File: src/rtl/addsub_pkg.sv
// Shared types and constants for the two-requester add/subtract arbiter.
package addsub_pkg;

  localparam int ADDSUB_W = 8;

  localparam logic OP_ADD = 1'b0;
  localparam logic OP_SUB = 1'b1;

  localparam logic REQ0 = 1'b0;
  localparam logic REQ1 = 1'b1;

  typedef enum logic [1:0] {
    ST_IDLE = 2'd0,
    ST_EXEC = 2'd1,
    ST_RESP = 2'd2
  } state_e;

endpackage

File: src/rtl/adder_subtractor.sv
// Plain combinational datapath: result = a + b, or a - b when subtract is set.
module adder_subtractor #(
  parameter int WIDTH = 8
) (
  input  logic [WIDTH-1:0] a,
  input  logic [WIDTH-1:0] b,
  input  logic             subtract,
  output logic [WIDTH-1:0] result
);

  assign result = subtract ? (a - b) : (a + b);

endmodule

File: src/rtl/addsub_rr_arb2.sv
// Two-way round-robin grant; the pointer names the requester favoured on a tie.
module addsub_rr_arb2
  import addsub_pkg::*;
#(
  parameter bit RR_INIT = 1'b0
) (
  input  logic clk,
  input  logic rst_n,
  input  logic en_i,
  input  logic req0_i,
  input  logic req1_i,
  input  logic upd_i,
  input  logic upd_id_i,
  output logic gnt0_o,
  output logic gnt1_o,
  output logic ptr_o
);

  logic ptr_q;
  logic ptr_d;

  // After a served request the other requester becomes favoured.
  assign ptr_d  = upd_i ? ~upd_id_i : ptr_q;

  assign gnt0_o = en_i & req0_i & (~req1_i | (ptr_q == REQ0));
  assign gnt1_o = en_i & req1_i & (~req0_i | (ptr_q == REQ1));
  assign ptr_o  = ptr_q;

  always_ff @(posedge clk) begin
    if (!rst_n) begin
      ptr_q <= RR_INIT;
    end else begin
      ptr_q <= ptr_d;
    end
  end

endmodule

File: src/rtl/addsub_arbiter.sv
// Shares one adder_subtractor between two requesters; returns tagged result,
// carry/borrow and signed overflow over a valid/ready response channel.
module addsub_arbiter
  import addsub_pkg::*;
#(
  parameter int WIDTH   = ADDSUB_W,
  parameter bit RR_INIT = 1'b0
) (
  input  logic             clk,
  input  logic             rst_n,
  input  logic             req0_valid,
  output logic             req0_ready,
  input  logic [WIDTH-1:0] req0_a,
  input  logic [WIDTH-1:0] req0_b,
  input  logic             req0_sub,
  input  logic             req1_valid,
  output logic             req1_ready,
  input  logic [WIDTH-1:0] req1_a,
  input  logic [WIDTH-1:0] req1_b,
  input  logic             req1_sub,
  output logic             rsp_valid,
  input  logic             rsp_ready,
  output logic             rsp_id,
  output logic [WIDTH-1:0] rsp_result,
  output logic             rsp_carry,
  output logic             rsp_overflow,
  output logic [1:0]       dbg_state_o,
  output logic             dbg_ptr_o
);

  // Handshake: a transfer happens on a rising edge where valid && ready.
  // Requesters hold valid and operands until ready; rsp_* stay stable while
  // rsp_valid && !rsp_ready.

  state_e           state_q;
  logic [WIDTH-1:0] op_a_q;
  logic [WIDTH-1:0] op_b_q;
  logic             op_sub_q;
  logic             op_id_q;
  logic             rsp_valid_q;
  logic             rsp_id_q;
  logic [WIDTH-1:0] rsp_result_q;
  logic             rsp_carry_q;
  logic             rsp_overflow_q;

  logic             gnt0;
  logic             gnt1;
  logic             rsp_hs;
  logic [WIDTH-1:0] dp_result;
  logic [WIDTH:0]   ext;
  logic             ovf;

  assign rsp_hs = (state_q == ST_RESP) && rsp_valid_q && rsp_ready;

  addsub_rr_arb2 #(
    .RR_INIT (RR_INIT)
  ) u_arb (
    .clk      (clk),
    .rst_n    (rst_n),
    .en_i     ((state_q == ST_IDLE) && rst_n),
    .req0_i   (req0_valid),
    .req1_i   (req1_valid),
    .upd_i    (rsp_hs),
    .upd_id_i (rsp_id_q),
    .gnt0_o   (gnt0),
    .gnt1_o   (gnt1),
    .ptr_o    (dbg_ptr_o)
  );

  assign req0_ready = gnt0;
  assign req1_ready = gnt1;

  adder_subtractor #(
    .WIDTH (WIDTH)
  ) u_dp (
    .a        (op_a_q),
    .b        (op_b_q),
    .subtract (op_sub_q),
    .result   (dp_result)
  );

  // One extra bit gives carry-out on add and borrow (a < b) on subtract.
  assign ext = (op_sub_q == OP_SUB) ? ({1'b0, op_a_q} - {1'b0, op_b_q})
                                    : ({1'b0, op_a_q} + {1'b0, op_b_q});

  assign ovf = (op_sub_q == OP_SUB)
             ? ((op_a_q[WIDTH-1] != op_b_q[WIDTH-1]) && (dp_result[WIDTH-1] != op_a_q[WIDTH-1]))
             : ((op_a_q[WIDTH-1] == op_b_q[WIDTH-1]) && (dp_result[WIDTH-1] != op_a_q[WIDTH-1]));

  always_ff @(posedge clk) begin
    if (!rst_n) begin
      state_q        <= ST_IDLE;
      op_a_q         <= '0;
      op_b_q         <= '0;
      op_sub_q       <= OP_ADD;
      op_id_q        <= REQ0;
      rsp_valid_q    <= 1'b0;
      rsp_id_q       <= REQ0;
      rsp_result_q   <= '0;
      rsp_carry_q    <= 1'b0;
      rsp_overflow_q <= 1'b0;
    end else begin
      unique case (state_q)
        ST_IDLE: begin
          if (gnt0 || gnt1) begin
            op_a_q   <= gnt1 ? req1_a   : req0_a;
            op_b_q   <= gnt1 ? req1_b   : req0_b;
            op_sub_q <= gnt1 ? req1_sub : req0_sub;
            op_id_q  <= gnt1 ? REQ1     : REQ0;
            state_q  <= ST_EXEC;
          end
        end
        ST_EXEC: begin
          rsp_result_q   <= dp_result;
          rsp_carry_q    <= ext[WIDTH];
          rsp_overflow_q <= ovf;
          rsp_id_q       <= op_id_q;
          rsp_valid_q    <= 1'b1;
          state_q        <= ST_RESP;
        end
        ST_RESP: begin
          if (rsp_ready) begin
            rsp_valid_q <= 1'b0;
            state_q     <= ST_IDLE;
          end
        end
        default: state_q <= ST_IDLE;
      endcase
    end
  end

  assign rsp_valid    = rsp_valid_q;
  assign rsp_id       = rsp_id_q;
  assign rsp_result   = rsp_result_q;
  assign rsp_carry    = rsp_carry_q;
  assign rsp_overflow = rsp_overflow_q;
  assign dbg_state_o  = state_q;

  a_one_ready : assert property (@(posedge clk) !(req0_ready && req1_ready));

  a_rsp_stable : assert property (@(posedge clk) disable iff (!rst_n)
    (rsp_valid && !rsp_ready) |=> (rsp_valid && $stable(rsp_id) && $stable(rsp_result)
                                   && $stable(rsp_carry) && $stable(rsp_overflow)));

  a_dp_match : assert property (@(posedge clk) dp_result == ext[WIDTH-1:0]);

endmodule

File: config.mk
export PLATFORM = sky130hd
export DESIGN_NAME = addsub_arbiter
export DESIGN_NICKNAME = d
export VERILOG_FILES = /design/src/rtl/addsub_pkg.sv /design/src/rtl/adder_subtractor.sv /design/src/rtl/addsub_rr_arb2.sv /design/src/rtl/addsub_arbiter.sv
export SDC_FILE = /design/constraint.sdc
export NUM_CORES = 1
export LEC_CHECK = 0
export BUFFER_PORTS_ARGS = -buffer_cell sky130_fd_sc_hd__buf_2
export CORE_MARGIN = 2
export CORE_UTILIZATION = 46
export DETAILED_ROUTE_END_ITERATION = 10
export PLACE_DENSITY_LB_ADDON = 0.3
export REMOVE_ABC_BUFFERS = 1
export SKIP_LAST_GASP = 1
export SYNTH_ARGS = -nofsm -noshare
export SYNTH_HDL_FRONTEND = slang
export SYNTH_SLANG_ARGS = --single-unit
File: constraint.sdc
create_clock -name clk -period 2.53 [get_ports clk]
set_input_delay 0.1265 -clock clk [delete_from_list [all_inputs] [get_ports clk]]
set_output_delay 0.1265 -clock clk [all_outputs]
set_load 0.01 [all_outputs]
Word-level counts from Yosys, hierarchy flattened:

Index checks and enable logic that the tools add are counted.

* add/sub/neg operators: 4
* equality and inequality tests: 7
* mux-type cells: 12
* bitwise logic cells: 10
* reductions and logical operators: 11

Operators by type and width (number)
* 8-bit 2-to-1 mux: 3
* 8-bit by 8-bit adder with 9-bit output: 1
* 9-bit 2-to-1 mux: 1
* 8-bit by 8-bit subtractor with 9-bit output: 1
* 8-bit adder: 1
* 8-bit subtractor: 1
* 2-bit case mux with 3 select lines: 1
* 2-bit AND reduction: 3
* 1-bit logical AND: 5
* 1-bit bitwise AND: 4
* 1-bit 2-to-1 mux: 4
* 2-bit 2-to-1 mux: 2
* 1-bit NOT: 4
* 2-bit by 1-bit == test with 1-bit output (second input constant): 1
* 2-bit == test (second input constant): 1
* 2-bit zero test: 1
* 1-bit != test: 2
* 2-bit by 1-bit != test with 1-bit output (second input constant): 1
* 2-bit != test (second input constant): 1
* 1-bit OR: 2
* 1-bit case mux with 2 select lines: 1
* 2-bit nonzero test: 1
* 1-bit == test: 1
* 1-bit logical OR: 1

* register bits: 33
* input bits: 39
* output and inout bits: 17
* word-level logic and storage cells: 55

Longest topological paths before layout:

Gate-level depths: netlist of run 1.

* depth after elaboration: 7
* gate-level depth with buffers: 10
* depth with buffers taken out: 10

Modules after synthesis:

From an unflattened synthesis of run 1, not the netlist that was laid out.

* cell total of the unflattened synthesis: 252
* area, all modules: 2173.3 um2

By module, submodules not included
* addsub_arbiter: times used 1, cells each 187, area each 1690.4 um2, sequential area each 640.6 um2
* adder_subtractor: times used 1, cells each 57, area each 427.9 um2, sequential area each 0.0 um2
* addsub_rr_arb2: times used 1, cells each 8, area each 55.1 um2, sequential area each 20.0 um2

Worst setup path before layout of run 1:

No wires, ideal clock.

* path kind: reg-to-reg
* start: reg op_b_q[0]
* end: reg rsp_overflow_q, in the netlist rsp_overflow
* setup time: 0.074 ns
* arrival time: 2.423 ns
* required time: 2.456 ns
* setup slack: 0.033 ns
* cell stages (with the launch flop): 10
* buffers on the path: 0
* clock period less this slack: 2.497 ns
* cells stage by stage: dfxtp_1 inv_1 ha_1 mux2i_1 ha_1 nor2b_1 o31a_1 o21a_1 or4_1 a31oi_1

* longest elaborated chain between the ends: 5
* elaborated cells between the ends (all ways): 7
* classes of those cells: add/sub: 2; eq/ne: 1; mux: 2; reduce/logical: 2

Ends and longest elaborated chain
* from (decl): line addsub_arbiter.sv:37 `logic [WIDTH-1:0] op_b_q;`
* from (signal assigned): line addsub_arbiter.sv:107 `op_b_q <= gnt1 ? req1_b : req0_b;`
* 8-bit adder or 8-bit subtractor (tied branches): line adder_subtractor.sv:11 `assign result = subtract ? (a - b) : (a + b);`
* 8-bit 2-to-1 mux *: line adder_subtractor.sv:11
* 1-bit != test *: line addsub_arbiter.sv:87, addsub_arbiter.sv:88
* 1-bit logical AND (on tied branches): line addsub_arbiter.sv:88, addsub_arbiter.sv:87
* 1-bit 2-to-1 mux *: line addsub_arbiter.sv:87 `? ((op_a_q[WIDTH-1] != op_b_q[WIDTH-1]) && (dp_result[WIDTH-1] != op_a_q[WIDTH-1]))`
* to (signal assigned): line addsub_arbiter.sv:116 `rsp_overflow_q <= ovf;`
* to (decl): line addsub_arbiter.sv:44 `logic rsp_overflow_q;`

Mark *: on every way between the ends. The rest lies on a longest branch, timed or not.
A chain may end at the register's enable or synchronous reset.

Worst setup path after layout of run 1:

* start: reg op_b_q[0]
* end: reg rsp_result_q[5], in the netlist rsp_result[5]

* longest elaborated chain between the ends: 2
* elaborated cells between the ends (all ways): 3
* classes of those cells: add/sub: 2; mux: 1

Ends and longest elaborated chain
* 8-bit adder or 8-bit subtractor (tied branches): line adder_subtractor.sv:11
* 8-bit 2-to-1 mux *: line adder_subtractor.sv:11
* to (signal assigned): line addsub_arbiter.sv:114 `rsp_result_q <= dp_result;`
* to (decl): line addsub_arbiter.sv:42 `logic [WIDTH-1:0] rsp_result_q;`

Marked as above.

==> flow_summary.toml, run 1 <==
[floorplan]
core_um2 = 3970
dieArea_um2 = 4610
start_util_pct = 47.3
rows = 23
die_h_um = 67.9
ios = 56
die_x_um = 67.9

[worst_setup_path]
endpoint_kind = "register"
cp_slowest_stage_delay_ps = 440
crit_chain = "inv_1, ha_1, mux2i_2, ha_1, nor2b_1, o31a_1, buf_4, or3_2, nand3_1, a21boi_0"
startpoint_type = "register"
worst-setup-path-type = "reg -> reg"
crit_top_cell = "ha_1"
required_ps = 2700
critPathArrivalTime_ps = 2570
path_max_fanout = 3
cp_slowest_cell = "or3_2"

[route]
drtIter0Drc = 59
num_vias = 1708
routedWlPerCell_um = 12.8
ant_nets = 0
totalWireLength_um = 4210
first_pass_iters = 4
drc = 0
viasPerCell = 5.18

[logic_synthesis]
synth-seq-area-share_pct = 35.2
synth_edf_count = 0
ys_top_cells_by_area = "dfxtp_1 (35%), o211a_1 (11%), mux2i_1 (9.6%)"
synth_cell_types = 34
netlist_area_um2 = 1880
synth_flop_cell = "dfxtp_1"
synth_largest_area_cell = "dfxtp_1"
netlist.area_leader.share_pct = 35.2
synth-async-reset-ratio_pct = 0
yosysWarnings = 0
ys_ff_latch = 33
synthCells = 213
synth.avg_cell_area_um2 = 8.82

[cts]
cts_tree = "done"
insertion_delay_ps = 280
htreeDepth = 2
ctsHoldBuffers = 0
clkTransAtPathRegs_ps = 60
numCtsBuffers = 5
clock_sinks = 33
cts-root-buf = "clkbuf_8"
cts_buffer_depth = 2

[flow_run]
drv_cap = 0

[power_and_ir_drop]
power_density_nw_per_um2 = 696
leakage_nw = 1.41
power_w = 0.00169
max-vdd-ir-drop_mv = 0.367

[placement]
dp_slack_ps = 27.7
io_buffers = 55
dp.cells = 321
dp_hpwl_um = 3030
routabilityCongestion = 0.778

[hold_path]
hold_class = "in -> reg"

[global_route]
grt_pass1_vias = 1568
grt_use_total_pct = 19.2
met1_usage_pct = 22.7
grt_overflow = 0
met2_usage_pct = 33.8
grt_max_degree = 38
grt_use_met3_pct = 3.95
grt-busiest-layer = "met2"
antenna_found_initial = 0
grt_pass1_wl_um = 6640

[run_status]
status = "completed"

[timing]
max_slew.worst_pin.slew_ps = 350
post-route-period-util_pct = 95.1
setup_slack_ps = 123
fmax_mhz = 415
hold_slack_ps = 82.2
setup_viol = 0
drv_slew = 0
hold_viol = 0
fin_skew_ps = 3.68
period_minus_slack_ps = 2410
relSlewSlack_pct = 76.7

[layout]
area_growth_pct = 28.8
drive_gt1_share_pct = 31.8
diodes = 0
final_net_count = 329
fin_cells = 330
## what timing repair did
action / CTS / global route
setup endpoints to repair: 1 / 3
resized for setup: 1 / 11
pin swaps: 0 / 11
buffers inserted: 0 / 2
## worst max-delay path, delay by kind of cell (launching register included)
family	cells	cell delay, ps
adder cells (fa/ha/maj)	2	560
multiplexers	1	200
AO/OA/AOI/OAI	2	340
flip-flops	1	320
AND/OR/NAND/NOR	3	690
buffers and inverters	2	200
## sequential cells by signal, summed over array words and instances, names as in the netlist
name          count
u_arb.ptr_o       1
rsp_result        8
rsp_id            1
dbg_state_o       2
rsp_valid         1
op_id_q           1
op_b_q            8
rsp_carry         1
rsp_overflow      1
op_a_q            8
op_sub_q          1
## cell families (layout without fill, tap and decap cells)
logic type                 count (synthesis)  count (layout)  share of synthesized area (%)
buffers and inverters                     18              85                           3.73
xor gates and xnor gates                  11              11                           5.13
adders and majority gates                 10              10                           7.06
AOI/OAI and AO/OA                         55              55                           22.2
muxes                                     18              18                           9.59
and+or+nand+nor                           68              68                           17.1
DFF                                       33              33                           35.2
## synth_stat cells, types with 2 or more instances
| master | instances |
|---|---|
| mux2i_1 | 18 |
| dfxtp_1 | 33 |
| and2_1 | 2 |
| nor2b_1 | 2 |
| nand3_1 | 4 |
| nor3_1 | 5 |
| nor3b_1 | 3 |
| buf_2 | 2 |
| nand2_1 | 35 |
| o21a_1 | 3 |
| inv_1 | 7 |
| nor2_1 | 7 |
| nand3b_1 | 2 |
| nor4_1 | 2 |
| o21ai_0 | 11 |
| o211a_1 | 21 |
| a21boi_0 | 4 |
| a21oi_1 | 8 |
| ha_1 | 9 |
| clkbuf_1 | 9 |
| a31oi_1 | 3 |
| nand2b_1 | 2 |
| xnor2_1 | 7 |
| xor2_1 | 4 |
## cells in the final DEF, fill, tap and decap left out, drive strengths merged, types with 5 or more instances in the layout
cell type	n
nor3	5
clkbuf	7
mux2i	18
inv	7
a21oi	8
xnor2	7
nand2	35
buf	71
dfxtp	33
o211a	21
o21ai	11
ha	9
nor2	7
## routing by layer
metal / vias up / wire, µm
met5: - / 0
met4: 0 / 55
met3: 7 / 170
met2: 37 / 2150
met1: 772 / 1840
li1: 892 / -
## cell type report
class / instances / area (µm²)
Inverter: 7 / 26.3
Timing Repair Buffer: 71 / 399
Multi-Input combinational cell: 162 / 1180
Clock buffer: 7 / 86.3
Tap cell: 50 / 62.6
Fill cell: 370 / 1550
Sequential cell: 33 / 664
## metrics by stage
stage               util, %  instance area, µm²  TNS (ps)
CTS                    59.6                2370         0
detailed placement     57.4                2280         0
floorplan                 -                1840         0
global route           61.0                2420     -68.4
finish                 61.0                2420         0
global placement       57.4                2280         0
## power by group
group	switching [W]	leakage [nW]	internal, W	total [W]
combinational	0.000344	1.09	0.000339	0.000682
clock	0.000173	0.0443	0.000215	0.000388
sequential	0.0000390	0.272	0.000576	0.000615
total	0.000556	1.41	0.00113	0.00169
## final timing paths
| path | startpoint | end | slack, ps | cells after the start |
|---|---|---|---|---|
| worst min register to register | rsp_result[3] | rsp_result[3] | 460 | 2 |
| worst min-delay path | req1_a[1] | op_a_q[1] | 80 | 2 |
| worst max-delay path | op_b_q[0] | rsp_result[5] | 120 | 10 |
| worst max register to register | op_b_q[0] | rsp_result[5] | 120 | 10 |
(Power assumes the default switching activity.)
==> run 2: changes to the inputs <==
Settings changed: REMOVE_ABC_BUFFERS 1 to not set.
==> run 2 against run 1 <==
  * Cell area decreased by 0.10%
  * Combinational power decreased by 3.1%
  * Largest cell class unchanged
  * Power decreased by 1.1%
  * Count of clock-buffer cells in the layout unchanged
  * Critical path type unchanged
  * Setup slack got worse by 27 ps
  * Largest power group unchanged
  * Global-route usage about the same
  * Sequential power about the same
  * Final cell count unchanged
==> flow_summary.toml, run 2 (synthesized netlist as in run 1, its figures left out) <==
[worst_setup_path]
critPathArrivalTime_ps = 2640
worst-setup-path-type = "reg -> reg"
startpoint_type = "register"
path_max_fanout = 5
required_ps = 2730
endpoint_kind = "register"

[layout]
mostFrequentLayoutCell = "buf_2"
fillers = 364
final_net_count = 329
drive_gt1_share_pct = 31.4
area_growth_pct = 28.7
mostFrequentLayoutCells = "buf_2 (55), nand2_1 (35), dfxtp_1 (31), o211a_1 (21), mux2i_1 (17)"
diodes = 0

[cts]
insertion_delay_ps = 280
cts_buffer_depth = 2
htreeDepth = 2
numCtsBuffers = 5
cts_tree = "done"
clock_sinks = 33
cts-root-buf = "clkbuf_8"
ctsHoldBuffers = 0
clkTransAtPathRegs_ps = 60

[route]
routedWlPerCell_um = 12.6
first_pass_iters = 4
num_vias = 1720
drc = 0
drtIter0Drc = 36
ant_nets = 0
totalWireLength_um = 4170
viasPerCell = 5.21

[placement]
dp_slack_ps = -21.5
dp_hpwl_um = 3040
io_buffers = 55
routabilityCongestion = 0.758

[power_and_ir_drop]
power_density_nw_per_um2 = 689
max-vdd-ir-drop_mv = 0.337
leakage_nw = 1.41
power_w = 0.00167

[timing]
setup_viol = 0
rsz0062_at_grt = "yes"
drv_slew = 0
setup_slack_ps = 95.4
hold_viol = 0
relSlewSlack_pct = 68.9
post-route-period-util_pct = 96.2
period_minus_slack_ps = 2430
max_slew.worst_pin.slew_ps = 464
fmax_mhz = 411
fin_skew_ps = 1.96

[floorplan]
core_um2 = 3970
die_x_um = 67.9
die_h_um = 67.9
start_util_pct = 47.3
rows = 23
ios = 56
dieArea_um2 = 4610

[global_route]
grt_max_degree = 38
grt_pass1_vias = 1559
grt_pass1_wl_um = 6630
grt_use_total_pct = 19.1
antenna_found_initial = 0
grt_overflow = 0

[run_status]
status = "completed"

[flow_run]
drv_cap = 0

[hold_path]
hold_class = "in -> reg"

[logic_synthesis]
syn_nets = 262
[run 2: cell counts in the layout (fill, tap and decap cells not counted)]
No cell type changed its count.
[run 2: power breakdown]
group	internal [W]	switching (W)
registers	0.000576	0.0000387
logic	0.000330	0.000331
clock network	0.000215	0.000176
[run 2: final timing paths]
| check | from | to | slack [ps] | cells after the start |
|---|---|---|---|---|
| hold reg to reg | op_id_q | op_id_q | 460 | 2 |
| setup reg to reg | op_b_q[1] | rsp_overflow | 100 | 10 |
| hold / removal | req1_a[4] | op_a_q[4] | 90 | 2 |
| setup / recovery | op_b_q[1] | rsp_overflow | 100 | 10 |
[run 2: final cells by class]
cell class / instances / area (µm²) / area share [%]
multi-input combinational: 162 / 1180 / 49.0
sequential: 33 / 663 / 27.4
timing repair buffer: 71 / 395 / 16.3
clock buffer: 7 / 86.3 / 3.57
tap: 50 / 62.6 / 2.59
inverter: 7 / 26.3 / 1.09
[run 2: worst max-delay path: stages (launching register included)]
cell and delay (ps):
dfxtp_2 330, buf_4 140, nor3_1 210, nor2_1 90, xnor2_1 130, ha_1 360, o211a_1 180, o31a_1 180
nor3_1 110, or4_1 470, a31oi_1 150
[run 2: per-layer routing]
layer	global-route usage (%)	share of wire, %
met1	21.0	45
met2	34.1	48
met3	5.92	5.1
met4	8.00	1.8
met5	0	0
[run 2: repair_timing]
item / CTS / global route
setup endpoints to repair: 1 / 3
buffers inserted: 0 / 3
cloned: 0 / 0
resized for setup: 1 / 8
pin swaps: 2 / 8
[run 2: through the flow]
| stage | hold slack [ps] | TNS [ps] | utilization, % | instances | cell area [µm²] |
|---|---|---|---|---|---|
| after global placement | 367 | 0 | 57.2 | 320 | 2270 |
| after detailed placement | 373 | -21.5 | 57.2 | 320 | 2270 |
| after global routing | 75.8 | -13.9 | 60.9 | 330 | 2420 |
| after floorplan | 265 | 0 | - | 213 | 1880 |
| after CTS | 79.2 | 0 | 59.5 | 327 | 2360 |
| final | 85.5 | 0 | 60.9 | 330 | 2420 |
==> run 3: changes to the inputs <==
--- a/config.mk
+++ b/config.mk
@@ -8,4 +8,6 @@
 export BUFFER_PORTS_ARGS = -buffer_cell sky130_fd_sc_hd__buf_2
+export CELL_PAD_IN_SITES_DETAIL_PLACEMENT = 0
+export CELL_PAD_IN_SITES_GLOBAL_PLACEMENT = 2
 export CORE_MARGIN = 2
-export CORE_UTILIZATION = 46
+export CORE_UTILIZATION = 27
 export DETAILED_ROUTE_END_ITERATION = 10
==> constraint.sdc (replaced) <==
create_clock -name clk -period 2.53 [get_ports clk]
set_input_delay 0.3795 -clock clk [delete_from_list [all_inputs] [get_ports clk]]
set_output_delay 0.3795 -clock clk [all_outputs]
set_load 0.01 [all_outputs]
==> run 3 against run 2 <==
  * Register-to-register slack hardly changed
  * Worst hold slack gained 250 ps
  * Final cell count rose by 9.1%
  * Critical path type unchanged
  * Power is 0.32% higher
  * Sequential power barely moved
  * Fmax hardly changed
  * Critical path depth stayed put
  * Die area grew 66%
  * Sequential cell count did not move
==> flow_summary.toml, run 3 (synthesized netlist as in run 1, its figures left out) <==
[route]
ant_nets = 0
routedWlPerCell_um = 13.0
viasPerCell = 4.67
totalWireLength_um = 4690
drtIter0Drc = 51
num_vias = 1681
drc = 0
first_pass_iters = 4

[global_route]
grt_max_degree = 33
grt_pass1_wl_um = 7770
antenna_found_initial = 0
grt_overflow = 0
grt_pass1_vias = 1604
grt_use_total_pct = 13.0

[layout]
fillers = 735
fin_area_um2 = 2450
final_net_count = 328
mostFrequentLayoutCell = "buf_2"
utilization_pct = 36.3
fin_cells = 360
drive_gt1_share_pct = 32.1
mostFrequentLayoutCells = "buf_2 (55), nand2_1 (35), dfxtp_1 (31), o211a_1 (21), mux2i_1 (17)"
diodes = 0
area_growth_pct = 30.6

[timing]
post-route-period-util_pct = 96.2
relSlewSlack_pct = 76.7
drv_slew = 0
fin_skew_ps = 4.28
setup_viol = 0
setup_slack_ps = 97.4
period_minus_slack_ps = 2430
max_slew.worst_pin.slew_ps = 347
fmax_mhz = 411
hold_viol = 0
hold_slack_ps = 333

[hold_path]
holdPathStages = 2
hold_class = "in -> reg"
holdCritStartpoint = "req1_b[6]"
hold_end = "op_b_q[6]"

[power_and_ir_drop]
power_density_nw_per_um2 = 681
power_frac_comb_pct = 40.4
power_frac_seq_pct = 36.9
sw_frac_of_total_pct = 33.6
max-vdd-ir-drop_mv = 0.267
p_int_w = 0.00111
clkPwrFrac_pct = 22.7
switching_power_w = 0.000563
leakage_nw = 1.40

[run_status]
status = "completed"

[cts]
cts-root-buf = "clkbuf_8"
cts_tree = "done"
numCtsBuffers = 5
ctsHoldBuffers = 0
insertion_delay_ps = 280
htreeDepth = 2
clkTransAtPathRegs_ps = 70
cts_buffer_depth = 2
clock_sinks = 33

[worst_setup_path]
required_ps = 2700
rr_worst_depth = 10
worst-setup-path-type = "reg -> reg"
cp_slowest_stage_delay_ps = 430
critPathArrivalTime_ps = 2600
r2r_start = "op_b_q[1]"
endpoint_kind = "register"
r2r_slack_ps = 100
timing.rr.end = "rsp_result[5]"
startpoint_type = "register"
cp_slowest_cell = "or3_2"
crit_chain = "inv_2, ha_2, mux2i_2, ha_1, nor2b_2, o31a_1, buf_4, or3_2, nand3_1, a21boi_0"
path_max_fanout = 3

[placement]
dpl-instance-area_um2 = 2310
routabilityCongestion = 0.819
io_buffers = 55
dp.cells = 350
dp_hpwl_um = 3530
dp_slack_ps = 7.26

[floorplan]
rows = 30
die_x_um = 87.4
dieArea_um2 = 7640
ios = 56
core_um2 = 6760
die_h_um = 87.4
start_util_pct = 27.8

[flow_run]
drv_cap = 0

[logic_synthesis]
syn_nets = 262
run 3: metal layers:
layer / global-route usage (%) / up-vias / part of all wire (%)
met5: 0 / - / 0
met4: 2.94 / 0 / 0.51
met3: 4.36 / 2 / 5.0
met2: 20.4 / 37 / 45
met1: 17.4 / 747 / 50
li1: - / 895 / -
run 3: worst max path at each step:
| stage | end | startpoint |
|---|---|---|
| finish | rsp_result[5] | op_b_q[1] |
| global route | rsp_carry | op_b_q[1] |
| CTS | rsp_overflow | op_b_q[0] |
| detailed placement | rsp_overflow | op_b_q[0] |
| global placement | rsp_overflow | op_b_q[0] |
| floorplan | rsp_overflow | op_b_q[0] |
run 3: through the flow:
stage / total power, W / setup TNS (ps)
final: 0.00167 / 0
after global routing: 0.00182 / -1.63
after CTS: 0.00165 / 0
after detailed placement: 0.00125 / 0
after global placement: 0.00125 / 0
after floorplan: 0.00105 / 0
run 3: power groups by stage:
| stage | logic [W] | clock network [W] | registers [W] |
|---|---|---|---|
| after floorplan | 0.000420 | 0 | 0.000634 |
| final | 0.000676 | 0.000380 | 0.000617 |
| after global routing | 0.000760 | 0.000433 | 0.000625 |
| after CTS | 0.000626 | 0.000403 | 0.000617 |
| after global placement | 0.000620 | 0 | 0.000628 |
| after detailed placement | 0.000621 | 0 | 0.000629 |
run 3: critical path, delay by kind of cell (launching register included):
family	cells	cell delay [ps]
simple gates	3	680
fa+ha+maj	2	520
compound gates	2	390
flops	1	320
mux	1	200
buf+inv	2	190
run 3: area by class of cell:
| type | count | area (µm²) | area share (%) |
|---|---|---|---|
| Multi-Input combinational cell | 162 | 1200 | 48.8 |
| Tap cell | 80 | 100 | 4.08 |
| Sequential cell | 33 | 663 | 27.0 |
| Inverter | 7 | 26.3 | 1.07 |
| Timing Repair Buffer | 70 | 388 | 15.8 |
| Clock buffer | 8 | 80.1 | 3.26 |
run 3: repair_timing:
| action | 4_1_cts | 5_1_grt |
|---|---|---|
| setup endpoints to repair | 1 | 4 |
| buffers inserted | 0 | 2 |
| resized for setup | 1 | 16 |
| pin swaps | 0 | 11 |
